===== config.mk =====
export PLATFORM = sky130hd
export DESIGN_NAME = load_store_unit
export DESIGN_NICKNAME = d
export VERILOG_FILES = /design/src/rtl/lsu_pkg.sv /design/src/rtl/lsu_align.sv /design/src/rtl/load_store_unit.sv
export SDC_FILE = /design/constraint.sdc
export NUM_CORES = 1
export LEC_CHECK = 0
export ABC_AREA = 1
export BUFFER_PORTS_ARGS = -buffer_cell sky130_fd_sc_hd__buf_2
export CAP_MARGIN = 20
export CORE_MARGIN = 4
export CORE_UTILIZATION = 35
export DETAILED_ROUTE_END_ITERATION = 10
export HOLD_SLACK_MARGIN = 0.03
export PLACE_DENSITY = 0.59
export REMOVE_ABC_BUFFERS = 1
export SLEW_MARGIN = 20
export SYNTH_ARGS = -nofsm -noshare
export SYNTH_HDL_FRONTEND = slang
export SYNTH_HIERARCHICAL = 1
export SYNTH_SLANG_ARGS = --single-unit

===== constraint.sdc =====
create_clock -name clk -period 3 [get_ports clk]
set_clock_uncertainty 0.05 [all_clocks]
set_input_delay 0.45 -clock clk [delete_from_list [all_inputs] [get_ports clk]]
set_output_delay 0.45 -clock clk [all_outputs]
set_load 0.005 [all_outputs]

===== src/rtl/lsu_pkg.sv =====
// Shared constants, state encoding and decode helpers for the load/store unit.
package lsu_pkg;

   localparam logic [2:0] F3_LB  = 3'b000;
   localparam logic [2:0] F3_LH  = 3'b001;
   localparam logic [2:0] F3_LW  = 3'b010;
   localparam logic [2:0] F3_LBU = 3'b100;
   localparam logic [2:0] F3_LHU = 3'b101;

   localparam logic [3:0] MASK_BYTE = 4'b0001;
   localparam logic [3:0] MASK_HALF = 4'b0011;
   localparam logic [3:0] MASK_WORD = 4'b1111;

   typedef enum logic [1:0] {
      IDLE = 2'd0,
      ACC0 = 2'd1,
      ACC1 = 2'd2,
      DONE = 2'd3
   } lsu_state_t;

   // Unsigned loads have no store counterpart.
   function automatic logic f3_legal(input logic we, input logic [2:0] f3);
      logic ok;
      case (f3)
         F3_LB, F3_LH, F3_LW: ok = 1'b1;
         F3_LBU, F3_LHU:      ok = ~we;
         default:             ok = 1'b0;
      endcase
      return ok;
   endfunction

   function automatic logic [3:0] size_mask(input logic [2:0] f3);
      logic [3:0] m;
      case (f3[1:0])
         2'b00:   m = MASK_BYTE;
         2'b01:   m = MASK_HALF;
         default: m = MASK_WORD;
      endcase
      return m;
   endfunction

endpackage


===== src/rtl/lsu_align.sv =====
// Lane alignment: store byte enables / data positioning and load extract / extend.
module lsu_align
   import lsu_pkg::*;
(
   input  logic [2:0]  funct3,
   input  logic [1:0]  off,
   input  logic [31:0] wdata,
   input  logic [63:0] rd_word,
   output logic [7:0]  be64,
   output logic [63:0] wd64,
   output logic        split,
   output logic [31:0] rdata
);

   logic [3:0]  mask_s;
   logic [31:0] wmask_s;
   logic [63:0] rd_shift_s;

   assign mask_s     = size_mask(funct3);
   assign wmask_s    = {{8{mask_s[3]}}, {8{mask_s[2]}}, {8{mask_s[1]}}, {8{mask_s[0]}}};
   assign be64       = {4'b0000, mask_s} << off;
   assign wd64       = {32'h0000_0000, wdata & wmask_s} << {off, 3'b000};
   assign split      = |be64[7:4];
   assign rd_shift_s = rd_word >> {off, 3'b000};

   // Pick the addressed bytes out of the assembled double word and extend them.
   always_comb begin
      rdata = 32'h0000_0000;
      case (funct3)
         F3_LB:   rdata = {{24{rd_shift_s[7]}}, rd_shift_s[7:0]};
         F3_LH:   rdata = {{16{rd_shift_s[15]}}, rd_shift_s[15:0]};
         F3_LW:   rdata = rd_shift_s[31:0];
         F3_LBU:  rdata = {24'h00_0000, rd_shift_s[7:0]};
         F3_LHU:  rdata = {16'h0000, rd_shift_s[15:0]};
         default: rdata = 32'h0000_0000;
      endcase
   end

endmodule


===== src/rtl/load_store_unit.sv =====
// RV32I load/store unit in front of a 1-cycle synchronous data RAM; word-crossing
// accesses are split into two consecutive word accesses.
module load_store_unit
   import lsu_pkg::*;
#(
   parameter int WIDTH = 32,
   parameter int DADDR = 10
)(
   input  logic             clk,
   input  logic             reset,
   input  logic             req_valid,
   output logic             req_ready,
   input  logic             req_we,
   input  logic [2:0]       req_funct3,
   input  logic [DADDR-1:0] req_addr,
   input  logic [WIDTH-1:0] req_wdata,
   output logic             resp_valid,
   output logic [WIDTH-1:0] resp_rdata,
   output logic             resp_err,
   output logic             mem_en,
   output logic             mem_we,
   output logic [3:0]       mem_be,
   output logic [DADDR-1:0] mem_addr,
   output logic [WIDTH-1:0] mem_wdata,
   input  logic [WIDTH-1:0] mem_rdata
);

   lsu_state_t       state_r, state_nxt_s;
   logic             we_r;
   logic [2:0]       f3_r;
   logic [DADDR-1:0] addr_r;
   logic [WIDTH-1:0] wdata_r;
   logic             err_r;
   logic [WIDTH-1:0] rd_lo_r;

   logic [7:0]         be64_s;
   logic [2*WIDTH-1:0] wd64_s;
   logic               split_s;
   logic [WIDTH-1:0]   ext_s;
   logic [2*WIDTH-1:0] rd_word_s;
   logic [DADDR-1:0]   word0_s;

   assign word0_s   = {addr_r[DADDR-1:2], 2'b00};
   // In DONE, mem_rdata holds the last word read; for split loads that is the high word.
   assign rd_word_s = split_s ? {mem_rdata, rd_lo_r} : {{WIDTH{1'b0}}, mem_rdata};

   lsu_align u_align (
      .funct3  (f3_r),
      .off     (addr_r[1:0]),
      .wdata   (wdata_r),
      .rd_word (rd_word_s),
      .be64    (be64_s),
      .wd64    (wd64_s),
      .split   (split_s),
      .rdata   (ext_s)
   );

   // State register and request latches.
   always_ff @(posedge clk or posedge reset) begin
      if (reset) begin
         state_r <= IDLE;
         we_r    <= 1'b0;
         f3_r    <= 3'b000;
         addr_r  <= {DADDR{1'b0}};
         wdata_r <= {WIDTH{1'b0}};
         err_r   <= 1'b0;
         rd_lo_r <= {WIDTH{1'b0}};
      end else begin
         state_r <= state_nxt_s;
         if (state_r == IDLE && req_valid) begin
            we_r    <= req_we;
            f3_r    <= req_funct3;
            addr_r  <= req_addr;
            wdata_r <= req_wdata;
            err_r   <= ~f3_legal(req_we, req_funct3);
         end
         if (state_r == ACC1) begin
            rd_lo_r <= mem_rdata;
         end
      end
   end

   // Next-state and output decode; every output is a function of the state and latches.
   always_comb begin
      state_nxt_s = state_r;
      req_ready   = 1'b0;
      resp_valid  = 1'b0;
      resp_rdata  = {WIDTH{1'b0}};
      resp_err    = 1'b0;
      mem_en      = 1'b0;
      mem_we      = 1'b0;
      mem_be      = 4'b0000;
      mem_addr    = {DADDR{1'b0}};
      mem_wdata   = {WIDTH{1'b0}};
      case (state_r)
         IDLE: begin
            req_ready = 1'b1;
            if (req_valid) begin
               if (f3_legal(req_we, req_funct3)) begin
                  state_nxt_s = ACC0;
               end else begin
                  state_nxt_s = DONE;
               end
            end else begin
               state_nxt_s = IDLE;
            end
         end
         ACC0: begin
            mem_en    = 1'b1;
            mem_we    = we_r;
            mem_addr  = word0_s;
            mem_be    = be64_s[3:0];
            mem_wdata = wd64_s[WIDTH-1:0];
            if (split_s) begin
               state_nxt_s = ACC1;
            end else begin
               state_nxt_s = DONE;
            end
         end
         ACC1: begin
            mem_en      = 1'b1;
            mem_we      = we_r;
            mem_addr    = word0_s + {{(DADDR-3){1'b0}}, 3'b100};
            mem_be      = be64_s[7:4];
            mem_wdata   = wd64_s[2*WIDTH-1:WIDTH];
            state_nxt_s = DONE;
         end
         DONE: begin
            resp_valid = 1'b1;
            resp_err   = err_r;
            if (!we_r && !err_r) begin
               resp_rdata = ext_s;
            end else begin
               resp_rdata = {WIDTH{1'b0}};
            end
            state_nxt_s = IDLE;
         end
         default: begin
            state_nxt_s = IDLE;
         end
      endcase
   end

endmodule


==> results.md <==
- 0 — Final ANT Viol Nets
- 7225 — vias in the first global route
- 0.662 — proportion of power drawn by combinational gates
- 5.90 µm² — Synth Area per Inst
- 0.130 — fraction of power consumed by the clock network
- 0.97 ns — R2R Setup Slk
- 152 µm — die boundary width
- 2.92 ns — final period demand of the worst path
- 9 — clock buffers created by TritonCTS
- 0.208 — portion of total power attributed to sequential cells
- 21.1% — signed area change from the synthesized netlist to the final layout
- 0 — residual overflow from global routing
- 23100 µm² — full die area
- 0.221 — share of final-layout standard cells stronger than drive strength 1
- 5 — router iterations before antenna repair
- input pin to async pin — kind of path behind the tightest hold check
- 4.65 mW — design internal power
- 0 — final setup fails
- 0 — number of antenna violations at the first check in global routing
- 0 — Fin. Hold Viols
- 6 — critical-path maximum fanout
- 2.50 ns — Required @ worst endpoint
- 0.517 — switching part of the total power
- 2030 µm² — area occupied by registers
- 4.84 nW — Static Leakage
- 342 MHz — peak clock frequency supported by timing
- 1607 — number of placed cells counting well taps
- 0.187 — GRT Resource Usage Total
- 81 — sinks on the clock net
- 0.358 — starting density of the core
- 1633 — non-filler cells in the finished layout
- 152 µm — chip height
- 6 — yosys warns
- 82 — pin count of the biggest net entering global routing
- 0 — antenna cells
- 0.843 — placer's final routability congestion estimate
- 521 — 1st-iter DRT viols
- 1090 nW/µm² — PwrDens
- sky130_fd_sc_hd__clkbuf_16 — clock tree root driver cell
- 0.424 — relative slew slack
- 1444 — number of nets in the finished design
- 52 — Placement Rows
- 4.85 — vias per std cell
- true — RSZ-0062 raised after global routing
- 7922 — vias post-DR
- 2251 — Layout fillers
- 0 — DRC Markers
- 36400 µm — wire length of the first global-routing pass
- 0.974 — Final period util
- 0.34 ns — clock latency on the worst-skew pair
- completed — result of the run
- 3 — H-tree levels
- 1231 — Cells after Synth
- 164 — top-level I/O count
- sky130_fd_sc_hd__nand2_1, sky130_fd_sc_hd__inv_1, sky130_fd_sc_hd__buf_2, sky130_fd_sc_hd__o21ai_0, sky130_fd_sc_hd__dfrtp_1 — most used cells in the layout excluding fill and tap cells
- 0 ns — Sum Neg Setup Slack
- 14.1 µm — average wire per cell in the routed design
- 0.06 ns — clock input transition at the sequential cells of the worst setup and hold paths
- 0 — max-cap check violation count
- sky130_fd_sc_hd__nand2_1 — commonest non-fill, non-tap cell in the layout
- 0 — number of hold buffers added after cts
- 0.117 ns — post-route worst hold slack
- output pin — critical path capture point type
- 0.372 mV — peak supply drop
- built — clock tree from TritonCTS
- 15500 µm — half-perimeter wire length after placement
- 20300 µm² — core area
- 0.433 — post-layout utilization of the core
- 4210 µm² — multi-input gate area in the final layout
- 2 — deepest clock path buffer count
- flip-flop to output pin — category of the critical setup timing path
- 23100 µm — DRT Wirelength
- 7260 µm² — Netlist Area Pre-Place
- 0.861 ns — worst slew pin tran
- 161 — number of I/O port buffers
- 4.97 mW — switching power summed over all nets
- 0 — number of max-slew violations in the final report
- 2.42 ns — CP arrival
- flip-flop — Setup crit start kind
final timing paths:
path                                   startpoint                       to  depth (start not counted)
setup / recovery            addr_r[0]$_DFFE_PP0P_           resp_rdata[25]                         14
hold / removal                              reset  rd_lo_r[27]$_DFFE_PP0N_                          3
setup reg to reg             state_r[0]$_DFF_PP0_   rd_lo_r[5]$_DFFE_PP0N_                          6
hold reg to reg            wdata_r[8]$_DFFE_PP0P_   wdata_r[8]$_DFFE_PP0P_                          2
max in group asynchronous                   reset    addr_r[0]$_DFFE_PP0P_                          3
min in group clk                    req_wdata[10]  wdata_r[10]$_DFFE_PP0P_                          3
repair_timing:
item	4_1_cts	5_1_grt
endpoints found under the hold margin	0	0
pin swaps	0	10
setup endpoints to repair	12	55
gates resized for setup	8	70
cloned	0	7
setup buffers	0	3
critical path, cell delays in order (launching register included):
cell and delay (ns):
sky130_fd_sc_hd__dfrtp_2 0.44, sky130_fd_sc_hd__nand2_2 0.09, sky130_fd_sc_hd__inv_2 0.05, sky130_fd_sc_hd__o21bai_4 0.23
sky130_fd_sc_hd__clkinvlp_4 0.20, sky130_fd_sc_hd__nor2_2 0.12, sky130_fd_sc_hd__a21oi_2 0.05, sky130_fd_sc_hd__nand2_1 0.09
sky130_fd_sc_hd__nand3_2 0.10, sky130_fd_sc_hd__nand3_4 0.19, sky130_fd_sc_hd__clkbuf_16 0.19, sky130_fd_sc_hd__nand3_1 0.08
sky130_fd_sc_hd__inv_1 0.06, sky130_fd_sc_hd__nor2_1 0.04, sky130_fd_sc_hd__buf_2 0.14
per-layer routing:
layer  part of all wire  GRT usage
met1               0.46      0.260
met2               0.46      0.306
met3              0.059     0.0321
met4              0.013     0.0454
met5                  0          0
power groups by stage:
stage | registers (mW) | logic, mW | clock network [mW]
2_1_floorplan | 2.10 | 3.80 | 0
3_3_place_gp | 1.99 | 5.75 | 0
3_5_place_dp | 2.00 | 5.80 | 0
4_1_cts | 1.99 | 5.84 | 1.29
5_1_grt | 2.07 | 7.23 | 1.33
6_report | 2.00 | 6.36 | 1.25
final cells by class:
class,count,area share
repair buffers,198,0.138
inverters,174,0.0756
clock buffers,11,0.0287
clock inverters,5,0.00882
flip-flops and latches,81,0.231
well taps,270,0.0384
multi-input cells,893,0.478
repair inverters,1,0.000854
flip-flops by register name, indices dropped and copies added, names as in the netlist:
register / cells
rd_lo_r: 32
wdata_r: 32
addr_r: 10
f3_r: 3
state_r: 2
err_r: 1
we_r: 1
through the flow:
step / setup WS (ns) / instance area, µm² / total power, mW
floorplan: -1.99 / 6730 / 5.90
global placement: 0.396 / 8150 / 7.74
detailed placement: 0.327 / 8150 / 7.80
CTS: 0.00169 / 8480 / 9.11
global route: -0.0744 / 8790 / 10.6
finish: 0.0781 / 8790 / 9.62
No activity file was read; power rests on OpenSTA's default activity.
